File: config.mk
export PLATFORM = sky130hd
export DESIGN_NAME = conv_window_gen
export DESIGN_NICKNAME = d
export VERILOG_FILES = /design/src/rtl/conv_window_gen.sv
export SDC_FILE = /design/constraint.sdc
export NUM_CORES = 1
export LEC_CHECK = 0
export BUFFER_PORTS_ARGS = -buffer_cell sky130_fd_sc_hd__buf_4
export CORE_ASPECT_RATIO = 0.7
export CORE_MARGIN = 2
export CORE_UTILIZATION = 44
export CTS_CLUSTER_DIAMETER = 100
export DETAILED_ROUTE_END_ITERATION = 12
export HOLD_SLACK_MARGIN = 0.08
export SYNTH_ARGS = -nofsm -noshare
export SYNTH_HDL_FRONTEND = slang
export SYNTH_SLANG_ARGS = --single-unit
File: constraint.sdc
create_clock -name clk -period 4.5 [get_ports clk]
set_input_delay 0.675 -clock clk [delete_from_list [all_inputs] [get_ports clk]]
set_output_delay 0.675 -clock clk [all_outputs]
set_load 0.01 [all_outputs]
File: src/rtl/conv_window_gen.sv
// Streaming KxK window generator: raster pixels in, one flattened "valid" window out per
// accepted pixel once the window is fully populated. Uses K_H-1 line buffers plus a column history.
module conv_window_gen #(
  parameter int IMG_W  = 8,
  parameter int IMG_H  = 8,
  parameter int K_H    = 3,
  parameter int K_W    = 3,
  parameter int DATA_W = 9,
  localparam int RW = (IMG_H > 1) ? $clog2(IMG_H) : 1,
  localparam int CW = (IMG_W > 1) ? $clog2(IMG_W) : 1
) (
  input  logic                        clk,
  input  logic                        rst,
  input  logic                        in_valid,
  output logic                        in_ready,
  input  logic [DATA_W-1:0]           in_pix,
  output logic                        win_valid,
  input  logic                        win_ready,
  output logic [K_H*K_W*DATA_W-1:0]   win_data,
  output logic [RW-1:0]               win_row,
  output logic [CW-1:0]               win_col,
  output logic                        win_last
);

  localparam logic [0:0]    ST_FILL      = 1'b0;
  localparam logic [0:0]    ST_RUN       = 1'b1;
  localparam logic [CW-1:0] COL_LAST     = CW'(IMG_W - 1);
  localparam logic [CW-1:0] COL_EMIT     = CW'(K_W - 1);
  localparam logic [RW-1:0] ROW_LAST     = RW'(IMG_H - 1);
  localparam logic [RW-1:0] ROW_FILL_END = RW'(K_H - 2);

  logic [RW-1:0]                    r_row;
  logic [CW-1:0]                    r_col;
  logic [0:0]                       r_state;
  logic                             r_win_valid;
  logic                             r_win_last;
  logic [K_H*K_W*DATA_W-1:0]        r_win_data;
  logic [RW-1:0]                    r_win_row;
  logic [CW-1:0]                    r_win_col;
  // Columns 1..K_W-1 of the most recent window; they become columns 0..K_W-2 of the next one.
  logic [K_H*(K_W-1)*DATA_W-1:0]    r_hist;

  logic [DATA_W-1:0]                w_lb_rd [K_H-1];
  logic [DATA_W-1:0]                w_col_vec [K_H];
  logic [K_H*K_W*DATA_W-1:0]        w_win_flat;
  logic                             w_accept;
  logic                             w_emit;
  logic                             w_col_wrap;
  logic                             w_frame_end;

  assign in_ready    = !rst && (!r_win_valid || win_ready);
  assign w_accept    = in_valid && in_ready;
  assign w_col_wrap  = (r_col == COL_LAST);
  assign w_frame_end = w_col_wrap && (r_row == ROW_LAST);
  assign w_emit      = (r_state == ST_RUN) && (r_col >= COL_EMIT);

  assign win_valid = r_win_valid;
  assign win_data  = r_win_data;
  assign win_row   = r_win_row;
  assign win_col   = r_win_col;
  assign win_last  = r_win_last;

  // lb[0] holds the previous row, lb[K_H-2] the oldest; each column shifts down on its own accept.
  generate
    for (genvar gi = 0; gi < K_H - 1; gi++) begin : gen_lb
      logic [DATA_W-1:0] r_mem [IMG_W];
      assign w_lb_rd[gi] = r_mem[r_col];
      if (gi == 0) begin : gen_first
        always_ff @(posedge clk) begin
          if (w_accept) r_mem[r_col] <= in_pix;
        end
      end else begin : gen_rest
        always_ff @(posedge clk) begin
          if (w_accept) r_mem[r_col] <= w_lb_rd[gi-1];
        end
      end
    end

    for (genvar gi = 0; gi < K_H; gi++) begin : gen_vec
      if (gi == K_H - 1) begin : gen_bottom
        assign w_col_vec[gi] = in_pix;
      end else begin : gen_upper
        assign w_col_vec[gi] = w_lb_rd[K_H-2-gi];
      end
      for (genvar gj = 0; gj < K_W; gj++) begin : gen_elem
        if (gj == K_W - 1) begin : gen_new
          assign w_win_flat[(gi*K_W+gj)*DATA_W +: DATA_W] = w_col_vec[gi];
        end else begin : gen_old
          assign w_win_flat[(gi*K_W+gj)*DATA_W +: DATA_W] = r_hist[(gi*(K_W-1)+gj)*DATA_W +: DATA_W];
        end
      end
      for (genvar gj = 0; gj < K_W - 1; gj++) begin : gen_hist
        always_ff @(posedge clk) begin
          if (w_accept)
            r_hist[(gi*(K_W-1)+gj)*DATA_W +: DATA_W] <= w_win_flat[(gi*K_W+gj+1)*DATA_W +: DATA_W];
        end
      end
    end
  endgenerate

  always_ff @(posedge clk) begin
    if (rst) begin
      r_row       <= '0;
      r_col       <= '0;
      r_state     <= ST_FILL;
      r_win_valid <= 1'b0;
      r_win_last  <= 1'b0;
      r_win_data  <= '0;
      r_win_row   <= '0;
      r_win_col   <= '0;
    end else begin
      if (w_accept) begin
        if (w_col_wrap) begin
          r_col <= '0;
          r_row <= (r_row == ROW_LAST) ? '0 : r_row + RW'(1);
        end else begin
          r_col <= r_col + CW'(1);
        end
        if (w_frame_end)
          r_state <= ST_FILL;
        else if (w_col_wrap && r_row == ROW_FILL_END)
          r_state <= ST_RUN;
      end
      // A take with a simultaneous new window keeps win_valid high.
      if (w_accept && w_emit) begin
        r_win_valid <= 1'b1;
        r_win_data  <= w_win_flat;
        r_win_row   <= r_row;
        r_win_col   <= r_col;
        r_win_last  <= w_frame_end;
      end else if (win_ready) begin
        r_win_valid <= 1'b0;
      end
    end
  end

endmodule

Yosys cells after proc, flatten, opt, wreduce, memory -nomap -nowiden
Memories as Yosys holds them, arrays and structs flattened. A register that Yosys moved wholly into a read port is not among the register bits.
Index checks and enable logic that the tools add are counted.
Word-level totals
  register bits: 150
  latch bits: 0
  RAM bits: 144
  bits in read-only memories: 0
  bits of input ports: 13
  output and inout port bits: 90
  word-level logic and storage cells: 47
  memories kept: 2
Memories
  gen_lb[0].r_mem: words 8, bits a word 9, read ports 1, clocked after memory_dff 1, wr ports 1, RTL line 66  | logic [DATA_W-1:0] r_mem [IMG_W];
  gen_lb[1].r_mem: words 8, bits a word 9, read ports 1, clocked after memory_dff 1, wr ports 1, RTL line 66
Operators by class
  add/subtract/negate cells: 2
  multipliers: 0
  div/mod/pow operators: 0
  $lt $le $gt $ge: 1
  equal/unequal tests: 3
  shift-type cells: 0
  multiplexer cells: 12
  bitwise operators: 0
  reduce and logical (&&, ||, !) cells: 13
Operator list (number)
  $mux 3: 6
  $add 3x1->3 const B: 2
  $eq 3x3->1 const B: 2
  $logic_and 1x1->1: 6
  $mux 1: 6
  $reduce_and 2->1: 2
  $reduce_bool 2->1: 2
  $eq 3x1->1 const B: 1
  $ge 3x2->1 const B: 1
  $logic_not 1->1: 2
  $logic_or 1x1->1: 1

Logic depth before layout (Yosys ltp)
Gate-level depths: netlist of the first run.
  depth after elaboration: 6
  depth in mapped cells: 9

Worst setup path before layout of the first run
OpenSTA, ideal clock, no wires.
  kind: input port to flip-flop
  from: input rst
  to: memory gen_lb[0].r_mem[4][0] (enable)
  library setup time: 0.416 ns
  data arrival time: 3.392 ns
  slack: 0.693 ns
  stages: 6
  path buffers: 1
  cell sequence: clkbuf_1 -> nor2b_2 -> nand2_1 -> inv_2 -> nand2_1 -> nor3_1
On the way
  cells in the longest elaborated chain, start to end: 5
Ends and longest elaborated chain
  from (decl): RTL line 13  | input logic rst,
  $logic_not 1->1: RTL line 51  | assign in_ready = !rst && (!r_win_valid || win_ready);
  $logic_and 1x1->1: RTL line 51
  $logic_and 1x1->1: RTL line 52  | assign w_accept = in_valid && in_ready;
  named net w_accept: RTL line 46  | logic w_accept;
  $mux 1: RTL line 70  | if (w_accept) r_mem[r_col] <= in_pix;
  $mux 1 (not written as such): RTL line 70
  to (decl): RTL line 66
The timed path passes the listed nets, and every way through them passes these cells.

Worst setup path after layout of the first run
  from: input rst
  to: memory gen_lb[0].r_mem[5][3] (enable)
Same word-level chain as after synthesis.

==> results of run 1 <==
[through the flow]
stage / utilization (%) / instances / setup slack (ns) / total power, µW
after floorplan: - / 704 / 0.693 / 3160
after global placement: 49.3 / 1093 / 1.27 / 3230
after detailed placement: 49.3 / 1093 / 1.17 / 3240
after CTS: 53.0 / 1145 / 1.73 / 5470
after global routing: 53.0 / 1145 / 1.54 / 5590
final: 53.0 / 1145 / 1.73 / 5410
[metal layers]
layer,track usage (%),up-vias
li1,-,2760
met1,26.3,2932
met2,23.6,178
met3,2.64,28
met4,4.65,0
met5,0,-
[cell usage in the layout (no fill, tap or decap), types with 2 or more instances in the layout]
cell,instances
a21oi_1,73
a32oi_1,2
buf_4,112
bufinv_16,2
clkbuf_1,5
clkbuf_16,29
clkinv_1,10
clkinv_2,4
dfxtp_1,97
dfxtp_2,2
edfxtp_1,198
ha_1,6
inv_1,2
mux2_2,18
mux4_2,36
nand2_1,144
nand2b_1,3
nand3_1,3
nor2_1,42
nor3_1,18
nor3_2,2
nor3_4,2
or3_1,4
[cell families (layout without fill, tap and decap cells)]
kind of cell             count (synthesis)  count (layout)  synth area share (%)
AO/OA/AOI/OAI                           79              79                  3.86
buffers and inverters                   44             167                  2.47
AND/OR/NAND/NOR                        224             224                  8.65
multiplexers                            54              54                  9.56
adder cells (fa/ha/maj)                  6               6                 0.708
flip-flops                             297             297                  74.8
[power groups by stage]
stage / combinational (µW) / sequential, µW / clock, µW
2_1_floorplan: 123 / 3040 / 0
3_3_place_gp: 169 / 3060 / 0
3_5_place_dp: 173 / 3070 / 0
4_1_cts: 174 / 3010 / 2290
5_1_grt: 186 / 3010 / 2400
6_report: 171 / 3000 / 2240
[worst paths after layout]
check,depth (start not counted),startpoint,to
min,1,in_pix[2],r_hist[47]
max reg2reg,5,flop,win_data[25]
max,7,rst,gen_lb[0].r_mem[5][3]
min reg2reg,0,r_hist[52],r_hist[43]
[state kept, by name (all words and copies together), names as in the netlist, 3 cells and up, named ones only]
signal        cells
r_col             3
gen_lb.r_mem    144
win_data         81
win_col           3
win_row           3
r_hist           54
r_row             3
[worst register-to-register path, stage by stage, from the launching register on]
cell	delay [ns]
dfxtp_2	1.00
buf_4	0.40
mux4_2	0.58
mux2_2	0.31
nor2_1	0.11
nor3_1	0.06
[layout make-up]
cell class                 instances  area, µm²  area share (%)
clock buffer                      34        744            5.95
inverter                           3       11.3          0.0900
sequential                       297       7930            63.3
tap                              318        398            3.18
multi-input combinational        363       2460            19.7
timing repair buffer             112        841            6.72
clock inverter                    18        130            1.04
==> flow_summary.ini, run 1 <==
[run_status]
status = completed

[clock_network]
cts-htree-levels = 1
cts_root_buf = clkbuf_16
clock-sinks = 297
numCtsBuffers = 28
clk_pin_slew_worst_paths_ns = 0.06
clkLatencyLatePin_ns = 0.54
cts-resized-gates = 0
cts_setup_buffers = 0
cts_buffer_depth = 3
hold_buffers = 0
cts_tree = built

[detailed_routing]
routed_wl_um = 20900
wl_met3_um = 1180
dr.first_iter.drc_count = 428
vias_per_cell = 5.15
drt_first_pass_iters = 4
wl_per_cell_um = 18.3
top_layer_used = met4
ant_nets = 0
num_vias = 5898
wl_met1_um = 10400
drc = 0
dr_wl_met2_um = 8930

[floorplanning]
chipHeight_um = 134
die_w_um = 190
dieArea_um2 = 25400
initial_utilization_pct = 44.9
ios = 103
coreArea_um2 = 23600
row_count = 47

[pwr]
seqPwrFrac_pct = 55.5
powerDensity_nw_per_um2 = 432
leakage_uw = 0.00422
p_sw_share_pct = 20.2
power_switching_uw = 1090
clkPwrFrac_pct = 41.3
p_comb_share_pct = 3.2
ir_drop_mv = 0.312
p_int_uw = 4320

[global_routing]
antenna_found_initial = 0
grt_pass1_wl_um = 32700
grt_max_degree = 99
grt_pass1_vias = 5700
gr-total-overflow = 0
grt_usage_pct = 16.6

[worst_hold_path]
holdCritPathClass = in -> reg

[finish]
syn_to_final_growth_pct = 18.1
n_antenna_cell = 0
nFillCells = 1964
nets = 824
layout-drive-gt1-share_pct = 25.9
fin_area_um2 = 12500

[setup_path]
crit_type = in -> reg
cpMaxStageDelayCell = nor2_1
cp_max_fo = 98
crit_path_end_kind = flop
required_ns = 4.73
crit_arrival_ns = 2.99
cp_top_family = simple AND/OR/NAND/NOR gates
cp-start-kind = input pin
r2r_setup_slack_ns = 1.89
cp_num_buf_inv = 3
max_stage_delay_ns = 0.71
cp_cell_sequence = buf_4 -> nor2b_2 -> nand2_1 -> inv_2 -> nand2_1 -> nor2_1 -> buf_4

[synthesis]
ys_ff_latch = 297
synth_cell_types = 31
synth.most_common_cell = edfxtp_1
async_reset_ff_share_pct = 0
synth_top_area_share_pct = 56.1
netlist_area_um2 = 10600
synthesis.nets = 723
ys_seq_area_share_pct = 74.8
synthTopCellsByArea = edfxtp_1, dfxtp_1, mux4_2, nand2_1, a21oi_1
synth_top_area_cell = edfxtp_1
synth_cells = 704
synth.top_cells.by_count = edfxtp_1, nand2_1, dfxtp_1
synth_edf_count = 198
ys_warn_count = 0
synth_ff_type = edfxtp_1
post_synth.cell_area_avg_um2 = 15.1

[timing]
setup_viol = 0
fin_skew_ns = 0.0178
worstMarginPinSlew_ns = 1.11
slew_violations = 0
min_period_ns = 2.77
period_share_pct = 61.5
finalSetupTns_ns = 0
report.final.hold_viol_count = 0
rsz0062_at_grt = no
fmax_mhz = 361
whs_ns = 0.405
slew_headroom_pct = 25.8

[placement]
place_congestion = 0.724
port_buffers = 102
dpl-instance-area_um2 = 11600
hpwl_um = 13100

[flow_run]
drv_cap = 0
Note: power is estimated with default switching activity, not from simulation.
==> run 2: changes to the inputs <==
clock period = 2.47 ns   (was 4.5 ns; I/O delays follow)
==> run 2 against run 1 <==
Compared with the run above:
- first-iteration DRC count fell by 0.70%
- largest cell class unchanged
- sequential share of layout area down 0.88 points
- worst setup slack lost 1.5 ns
- routed wire length hardly changed
- global-route usage down 0.088 points
- via count down 0.24%
- register-to-register slack got worse by 1.7 ns
- critical path type is now reg -> reg
- clock power is 88% higher
- critical path depth unchanged
- clock skew down 0.0088 ns
- highest routed layer unchanged
- power rose by 85%
==> flow_summary.ini, run 2 (synthesis gave the netlist of run 1 again) <==
[setup_path]
crit_arrival_ns = 2.63
cp-start-kind = flop
crit_type = reg -> reg
r2r_setup_slack_ns = 0.21
crit_path_end_kind = flop
required_ns = 2.84
cp_max_fo = 58

[global_routing]
grt_pass1_wl_um = 32600
grt_pass1_vias = 5871
gr-total-overflow = 0
grt_usage_pct = 16.5
antenna_found_initial = 0
grt_max_degree = 98

[detailed_routing]
routed_wl_um = 20900
num_vias = 5884
wl_per_cell_um = 18.1
ant_nets = 0
dr.first_iter.drc_count = 425
vias_per_cell = 5.10
drt_first_pass_iters = 5
drc = 0

[timing]
slew_headroom_pct = 33.0
setup_viol = 0
worstMarginPinSlew_ns = 1.00
min_period_ns = 2.26
fmax_mhz = 442
period_share_pct = 91.5
fin_skew_ns = 0.00908
report.final.hold_viol_count = 0
slew_violations = 0
rsz0062_at_grt = no

[clock_network]
cts_root_buf = clkbuf_16
clkLatencyLatePin_ns = 0.53
clk_pin_slew_worst_paths_ns = 0.07
cts_setup_buffers = 0
cts-htree-levels = 1
cts_tree = built
clock-sinks = 297
hold_buffers = 0
cts_buffer_depth = 3
cts-resized-gates = 0
numCtsBuffers = 28

[finish]
layout-drive-gt1-share_pct = 27.0
seq_area_um2 = 7930
final_util_pct = 53.7
nets = 833
layout_commonest_cell = edfxtp_1
syn_to_final_growth_pct = 19.7
nFillCells = 1945
regMostFlops = gen_lb.r_mem
n_antenna_cell = 0
multi_input_area_um2 = 2470
largest_reg_flops = 144
fin_area_um2 = 12700
final_cell_mix = edfxtp_1, nand2_1, buf_4, dfxtp_1, a21oi_1

[pwr]
ir_drop_mv = 0.525
powerDensity_nw_per_um2 = 789
leakage_uw = 0.00432

[floorplanning]
initial_utilization_pct = 44.9
row_count = 47
chipHeight_um = 134
die_w_um = 190
dieArea_um2 = 25400
coreArea_um2 = 23600
ios = 103

[placement]
port_buffers = 102
hpwl_um = 13000
place_congestion = 0.727
dpl-instance-area_um2 = 11800

[run_status]
status = completed

[worst_hold_path]
holdCritPathClass = in -> reg

[flow_run]
drv_cap = 0
## run 2: changes by cell type in the layout (fill, tap and decap cells not counted), sizes merged
cell	delta
clkinv	-4
clkinvlp	-2
bufinv	+1
buf	+9
clkbuf	+5
## run 2: cell type report
type,count,area share (%)
Sequential cell,297,62.5
Multi-Input combinational cell,363,19.4
Timing Repair Buffer,121,7.65
Clock buffer,39,6.09
Tap cell,318,3.13
Clock inverter,13,1.11
Inverter,3,0.108
## run 2: critical path: stages (launching register included)
cell and delay [ns]:
dfxtp_1 0.56, inv_1 0.13, ha_1 0.21, or3_1 0.36, and4_2 0.27, buf_4 0.29
nor2_1 0.19, nor3_1 0.06
## run 2: final timing paths
| check | startpoint | endpoint | depth (start not counted) |
|---|---|---|---|
| hold reg to reg | r_hist[9] | r_hist[0] | 0 |
| hold / removal | in_pix[8] | r_hist[53] | 1 |
| setup reg to reg | r_col[0] | win_data[24] | 7 |
| setup / recovery | r_col[0] | win_data[24] | 7 |
## run 2: per-stage QoR
| stage | setup WS [ns] | TNS, ns | hold slack [ns] | instances | total power (µW) |
|---|---|---|---|---|---|
| after floorplan | -0.335 | -27.83 | 0.426 | 704 | 5760 |
| after global placement | 0.315 | 0 | 0.436 | 1102 | 5890 |
| after detailed placement | 0.238 | 0 | 0.438 | 1102 | 5910 |
| after CTS | 0.216 | 0 | 0.0817 | 1154 | 10100 |
| after global routing | 0.0813 | 0 | 0.0908 | 1154 | 10400 |
| final | 0.209 | 0 | 0.0971 | 1154 | 10000 |
## run 2: metal layers
layer	wire (µm)	global-route usage, %	part of all wire [%]	vias up
met5	0	0	0	-
met2	9360	26.0	45	159
li1	-	-	-	2789
met4	209	2.84	1.0	0
met1	10100	24.2	48	2918
met3	1270	3.32	6.0	18
## run 2: power breakdown
group / switching, µW / internal, µW
Sequential: 38.3 / 5410
Combinational: 213 / 132
Clock: 1730 / 2500
